$ cat src/rtl/p521_mersenne_reducer.sv
// Word-serial reduction of a 1042-bit product modulo p = 2^521 - 1.
// Uses x = hi*2^521 + lo == hi + lo (mod p), then folds bit 521 back in,
// then maps t == p to 0. All additions run through one W-bit adder.
//
// state   | meaning
// --------+----------------------------------------------------------
// S_IDLE  | waiting for a product; in_ready high
// S_ADD   | s = lo + hi, one word per cycle (N cycles)
// S_FOLD  | t = s[520:0] + s[521], one word per cycle (N cycles)
// S_CHECK | result = (t == p) ? 0 : t
// S_DONE  | result presented with out_valid until out_ready
module p521_mersenne_reducer #(
  parameter int W = 64
) (
  input  logic          clk,
  input  logic          rst,
  input  logic          in_valid,
  output logic          in_ready,
  input  logic [1041:0] product,
  output logic          out_valid,
  input  logic          out_ready,
  output logic [520:0]  result
);

  localparam int N  = (522 + W - 1) / W;
  localparam int NW = N * W;
  localparam int KW = $clog2(N);
  localparam logic [NW-1:0] MASK = {{(NW-521){1'b0}}, {521{1'b1}}};

  typedef enum logic [2:0] {
    S_IDLE,
    S_ADD,
    S_FOLD,
    S_CHECK,
    S_DONE
  } state_t;

  state_t          r_state;
  state_t          w_next;
  logic [NW-1:0]   r_lo;
  logic [NW-1:0]   r_hi;
  logic            r_carry;
  logic [KW-1:0]   r_k;
  logic [520:0]    r_result;

  logic [NW-1:0]   w_lo_masked;
  logic            w_last;
  logic [W-1:0]    w_op_a;
  logic [W-1:0]    w_op_b;
  logic            w_cin;
  logic [W:0]      w_sum;

  assign w_lo_masked = r_lo & MASK;
  assign w_last      = (r_k == KW'(N - 1));

  // Adder operand selection: lo+hi+carry while adding, s0+s1 while folding.
  // r_lo[521] (s1) is still intact at k=0 because word 0 never holds bit 521.
  always_comb begin
    w_op_a = r_lo[r_k*W +: W];
    w_op_b = r_hi[r_k*W +: W];
    w_cin  = r_carry;
    if (r_state == S_FOLD) begin
      w_op_a = w_lo_masked[r_k*W +: W];
      w_op_b = '0;
      w_cin  = (r_k == '0) ? r_lo[521] : r_carry;
    end
  end

  assign w_sum = {1'b0, w_op_a} + {1'b0, w_op_b} + {{W{1'b0}}, w_cin};

  // State register.
  always_ff @(posedge clk) begin
    if (rst) r_state <= S_IDLE;
    else     r_state <= w_next;
  end

  // Next-state logic.
  always_comb begin
    w_next = r_state;
    case (r_state)
      S_IDLE:  if (in_valid)  w_next = S_ADD;
      S_ADD:   if (w_last)    w_next = S_FOLD;
      S_FOLD:  if (w_last)    w_next = S_CHECK;
      S_CHECK:                w_next = S_DONE;
      S_DONE:  if (out_ready) w_next = S_IDLE;
      default:                w_next = S_IDLE;
    endcase
  end

  // Handshake outputs; in_ready is suppressed while reset is asserted.
  always_comb begin
    in_ready  = (r_state == S_IDLE) && !rst;
    out_valid = (r_state == S_DONE);
  end

  // Datapath: capture, in-place word accumulation in r_lo, final compare.
  always_ff @(posedge clk) begin
    if (rst) begin
      r_lo     <= '0;
      r_hi     <= '0;
      r_carry  <= 1'b0;
      r_k      <= '0;
      r_result <= '0;
    end else begin
      case (r_state)
        S_IDLE: begin
          if (in_valid) begin
            r_lo    <= NW'(product[520:0]);
            r_hi    <= NW'(product[1041:521]);
            r_carry <= 1'b0;
            r_k     <= '0;
          end
        end
        S_ADD, S_FOLD: begin
          r_lo[r_k*W +: W] <= w_sum[W-1:0];
          r_carry          <= w_sum[W];
          r_k              <= w_last ? '0 : r_k + KW'(1);
        end
        S_CHECK: begin
          r_result <= (&r_lo[520:0]) ? '0 : r_lo[520:0];
        end
        default: ;
      endcase
    end
  end

  assign result = r_result;

endmodule

$ cat config.mk
export PLATFORM = sky130hd
export DESIGN_NAME = p521_mersenne_reducer
export DESIGN_NICKNAME = d
export VERILOG_FILES = /design/src/rtl/p521_mersenne_reducer.sv
export SDC_FILE = /design/constraint.sdc
export NUM_CORES = 2
export LEC_CHECK = 0
export CORE_AREA = 2 2 610 612
export DETAILED_ROUTE_END_ITERATION = 10
export DIE_AREA = 0 0 612 614
export SLEW_MARGIN = 25
export SYNTH_ARGS = -nofsm -noshare
export SYNTH_HDL_FRONTEND = slang
export SYNTH_SLANG_ARGS = --single-unit
export TNS_END_PERCENT = 5
$ cat constraint.sdc
create_clock -name clk -period 6.5 [get_ports clk]
set_input_delay 0.975 -clock clk [delete_from_list [all_inputs] [get_ports clk]]
set_output_delay 0.975 -clock clk [all_outputs]
set_load 0.005 [all_outputs]
### After elaboration in Yosys (flattened, before gate mapping)

Index checks and enable logic that the tools add are counted.
Widths: inputs -> output; s select.

* add/subtract/negate cells: 4
* equality and inequality tests: 9
* shift operators: 5
* muxes and demuxes: 18
* reduce and logical (&&, ||, !) cells: 10

Operators with widths (number)
* $shiftx 576x11->64: 3
* $pmux 576 s2: 1
* $bwmux 576: 1
* $mux 576: 1
* $shift 64x34->576 const A: 1
* $shiftx 64x34->576: 1
* $mux 521: 1
* $reduce_and 521->1: 1
* $mux 64: 2
* $add 64x64->65: 1
* $add 65x1->65: 1
* $neg 10->34: 1
* $pmux 3 s5: 1
* $mux 3: 4
* $mux 4: 2
* $pmux 4 s2: 1
* $eq 3x2->1 const B: 2
* $ne 2x2->1 const B: 3
* $add 4x1->4 const B: 1
* $eq 4x4->1 const B: 1
* $logic_not 4->1: 1
* $reduce_and 2->1: 2
* $reduce_and 4->1: 1
* $eq 3x1->1 const B: 1
* 9 further kinds: 11

* bits in registers: 1626
* word-level logic and storage cells: 52

### Longest topological paths before layout

* depth in word-level cells: 7
* mapped depth: 20

### Worst setup path after synthesis

No wires, ideal clock.

* path type: register to register
* from: register r_k[0]
* to: register r_lo[442]
* library setup time: 0.103 ns
* arrival: 5.034 ns
* data required time: 6.397 ns
* path slack: 1.362 ns
* cell stages (with the launch flop): 20
* path buffers: 3
* period minus slack after synthesis: 5.138 ns
* path through: dfxtp_1 clkbuf_1 clkbuf_1 buf_1 mux4_2 mux2i_1 nor2_1 a21oi_1 fa_1 inv_1 fa_1 a211oi_1 o21ai_2 a22oi_2 a2bb2oi_4 a311oi_2 or3_4 o221ai_4 xnor2_2 a2111oi_2

* cells in the longest elaborated chain, start to end: 7
* elaborated cells between the ends (all ways): 15
* those cells by class: add/sub (3); shift (5); mux (6); reduce/logical (1)

RTL lines
* from (decl): line 43 `logic [KW-1:0] r_k;`
* from (signal assigned): line 117 `r_k <= w_last ? '0 : r_k + KW'(1);`
* $shiftx 576x11->64 (tied with other cells): line 59 `w_op_a = r_lo[r_k*W +: W];`
* $mux 64 / $mux 1 (equally long branches): line 62, 65
* $add 64x64->65 / $mux 1 (equally long branches): line 69, 62
* $add 65x1->65: line 69 `assign w_sum = {1'b0, w_op_a} + {1'b0, w_op_b} + {{W{1'b0}}, w_cin};`
* $shiftx 64x34->576: line 115 `r_lo[r_k*W +: W] <= w_sum[W-1:0];`
* $bwmux 576 (*): line 115
* $pmux 576 s2 (*): line 105 `case (r_state)`
* to (signal assigned): line 108 `r_lo <= NW'(product[520:0]);`
* to (signal, indexed assignment): line 115
* to (decl): line 40 `logic [NW-1:0] r_lo;`

Mark *: on every way between the ends. The rest lies on a longest branch, timed or not.
A chain may end at the register's enable or synchronous reset.

### Worst setup path after layout

* from: register r_k[0]
* to: register r_lo[174]

The elaborated chain is that of the path after synthesis.

==> reports/results.tsv <==
stage	metric	value	unit
worst_setup_path	Startpoint Class	flop	
clocking	CTS Root Buffer Type	clkbuf_16	
timing	skew final	0.140	ns
hold_path	worst hold stages	2	
power	Power Total	27.7	mW
run_status	outcome	complete, no violations	
worst_setup_path	RR Startpoint	r_k[0]	
placement	pre-CTS setup slack	0.0923	ns
clocking	CTS tree	done	
final_layout	most frequent cells in the layout	dfxtp_1, clkdlybuf4s50_1, nand2_1	
global_routing	largest net degree at the start of global routing	226	
die	die area	376000	um^2
synth	asr flop ratio synth	0	
power	combinational share of power	0.174	
power	P_int	18.8	mW
final_layout	share of cells above drive strength 1	0.104	
flow_run	Max Cap Viol	0	
synth	Post-Synthesis Cells	8418	
routing	WL/cell	35.6	um
final_layout	commonest non-fill, non-tap cell in the layout	dfxtp_1	
timing	Fmax	0.160	GHz
synth	post-synth top area share	0.449	
placement	placed cell count	14496	
hold_path	hold crit path type	in2reg	
global_routing	vias in the first global route	72103	
global_routing	first-pass GRT wire length	687000	um
power	clock group share of total power	0.425	
synth	Post-synth EDFFs	0	
synth	cell taking the most area after synthesis	dfxtp_1	
synth	Primary FF master, synth	dfxtp_1	
die	Die X-Extent	612	um
routing	Iter 0 DRT Violations	9986	
final_layout	Layout fillers	39875	
routing	met1 WL	194000	um
placement	DP Wirelength	415000	um
routing	Max Used Layer	met5	
clocking	Clk pin slew, worst setup/hold paths	0.07	ns
synth	Syn Nets	9534	
worst_setup_path	Worst EP arrival	7.03	ns
routing	vias per cell	5.21	
global_routing	initial antenna violation count	230	
worst_setup_path	Worst Setup End Kind	flop	
power	maximum vdd ir drop	0.208	mV
clocking	clk sink count	1626	
die	# IOs	1569	
synth	distinct cell type count after synthesis	91	
routing	met3 routed WL	45500	um
hold_path	Worst Hold Path EP	result[443]	
die	Die Ht	614	um
timing	Final Cycle Share	0.960	
power	cell leakage power	34.8	nW
placement	GP Congestion	0.963	
worst_setup_path	Critical Path RT	7.29	ns
timing	crit path time final	6.24	ns
routing	final wirelength	534000	um
final_layout	final net count	10840	
clocking	Clock Latency Late Sink	0.98	ns
placement	Area after DPL	94600	um^2
die	Starting Density	0.196	
routing	DRC	0	
timing	post-route worst setup slack	0.259	ns
final_layout	Area Overhead vs Synth	40.4	%
timing	RSZ-0062 raised after global routing	false	
worst_setup_path	crit path kind	reg2reg	
clocking	hold-fix buffers at CTS	0	
final_layout	Cell Count, Final, Fillers Out	14974	
die	core area	370000	um^2
global_routing	GRT Residual Overflow	0	
power	Flop pwr share	0.401	
worst_setup_path	Worst R2R End	r_lo[174]	
synth	ranking of synthesized cells by area	dfxtp_1, mux4_2, nand2_1	
synth	syn avg cell area	8.60	um^2
power	P_sw	8.86	mW
clocking	CTS buffer count	197	
routing	ANT nets after route	0	
global_routing	GRT Overall Usage	0.270	
placement	Buffers on Ports	1568	
synth	area of the mapped netlist	72400	um^2
routing	met2 wire len	247000	um
timing	Slew Viols, Final	0	
worst_setup_path	R2R Setup Slk	0.26	ns
power	Pwr Density	272	nW/um^2
final_layout	post-route cell area	102000	um^2
timing	Least-Margin Pin Slew	1.36	ns
clocking	post-CTS setup buffers	0	
synth	post-synthesis sequential area ratio	0.449	
die	FP Rows	224	
clocking	clk buf depth	4	
power	Net Sw Frac	0.320	
timing	number of setup violations in the final report	0	
timing	relative slew slack	0.0854	
clocking	cts repair resizes	0	
clocking	H-Tree Depth	4	
timing	Final Hold Vio Count	0	
routing	TritonRoute pass-1 iters	8	
worst_setup_path	R2R cell count	16	
hold_path	HP Start	rst	
worst_setup_path	worst-path maximum fanout	41	
routing	vias after detailed routing	78001	
synth	Synth warnings	0	
synth	Synth Register Bits	1626	
-- cell usage after synthesis (5+ instances only) --
cell,n
or3b_1,6
nor4_1,62
a211oi_1,150
o21a_1,13
a32oi_1,30
o22ai_1,5
nand4_1,162
a31oi_1,40
a21oi_1,863
inv_1,24
a2111oi_2,9
and3_1,42
mux2i_1,135
mux4_2,256
a22oi_1,539
ha_1,68
nor2b_1,7
nand2b_1,8
nor2_1,1034
buf_1,69
o211a_1,5
clkbuf_1,652
o21ai_0,339
o21bai_1,14
or2_2,6
a311oi_1,21
buf_2,42
a2111oi_0,8
a311o_1,5
o31ai_1,12
o211ai_1,5
and2_1,8
xor2_1,23
buf_4,5
dfxtp_1,1626
a22o_1,11
a221oi_1,168
nand3_1,95
nand2_1,1454
o32ai_1,18
or3_1,7
xnor2_1,38
nor3_1,203
a21o_1,32
o41ai_1,5
-- power groups by stage --
stage | clock (mW) | combinational [mW] | sequential (mW)
floorplan | 0 | 2.03 | 10.9
global placement | 0 | 4.70 | 11.3
detailed placement | 0 | 4.71 | 11.3
CTS | 11.9 | 4.73 | 11.1
global route | 12.3 | 4.98 | 11.1
finish | 11.8 | 4.81 | 11.1
-- logic make-up after synthesis --
kind of cell,count (synthesis),share of synthesized area
AND/OR/NAND/NOR,3121,0.180
AO/OA/AOI/OAI,2344,0.209
flip-flops,1626,0.449
buffers and inverters,797,0.0424
multiplexers,393,0.0986
adder cells (fa/ha/maj),70,0.0123
XOR/XNOR,67,0.00903
-- cell type report --
cell class	count	area, um^2	area share
multi-input combinational	5995	37300	0.366
antenna	118	295	0.00290
sequential	1626	32600	0.320
tap	4972	6220	0.0612
clock inverter	99	1250	0.0123
timing repair buffer	1879	18600	0.182
clock buffer	260	5480	0.0539
inverter	25	96.3	0.000947
-- through the flow --
step	TNS (ns)	hold WS, ns	utilization
floorplan	0	0.425	-
global placement	-0.247	0.433	0.255
detailed placement	0	0.442	0.256
CTS	0	0.412	0.274
global route	0	0.424	0.274
finish	0	0.428	0.275
-- per-layer routing --
metal  vias up  global-route usage
li1      33190                   -
met5         -                   0
met4        68               0.204
met3      1351              0.0633
met2      4908               0.442
met1     38484               0.306
-- how the worst max path moves through the flow --
stage / from / to / slack, ns
4_1_cts: r_k[0] / r_lo[552] / 0.05
2_1_floorplan: r_k[0] / r_lo[442] / 1.36
5_1_grt: r_k[0] / r_lo[174] / 0.06
3_3_place_gp: r_k[0] / r_lo[300] / -0.11
3_5_place_dp: r_k[0] / r_lo[488] / 0.09
6_report: r_k[0] / r_lo[174] / 0.26
-- sequential cells by signal, summed over array words and instances (netlist names) --
register  flops
r_state       3
r_lo        576
r_hi        521
r_carry       1
r_k           4
result      521
-- worst max-delay path, stage by stage (launching register included) --
cell      delay (ns)
dfxtp_4         0.60
buf_12          0.32
buf_4           0.36
mux4_2          0.53
mux2i_1         0.62
nor2_1          0.11
ha_1            0.52
a21oi_2         0.32
o211ai_1        0.12
a21boi_0        0.20
o41ai_1         0.13
a311oi_2        0.57
o31ai_4         0.20
xnor2_1         0.72
buf_4           0.29
nor2_1          0.06
nor4_1          0.23
Note: power is estimated with default switching activity, not from simulation.
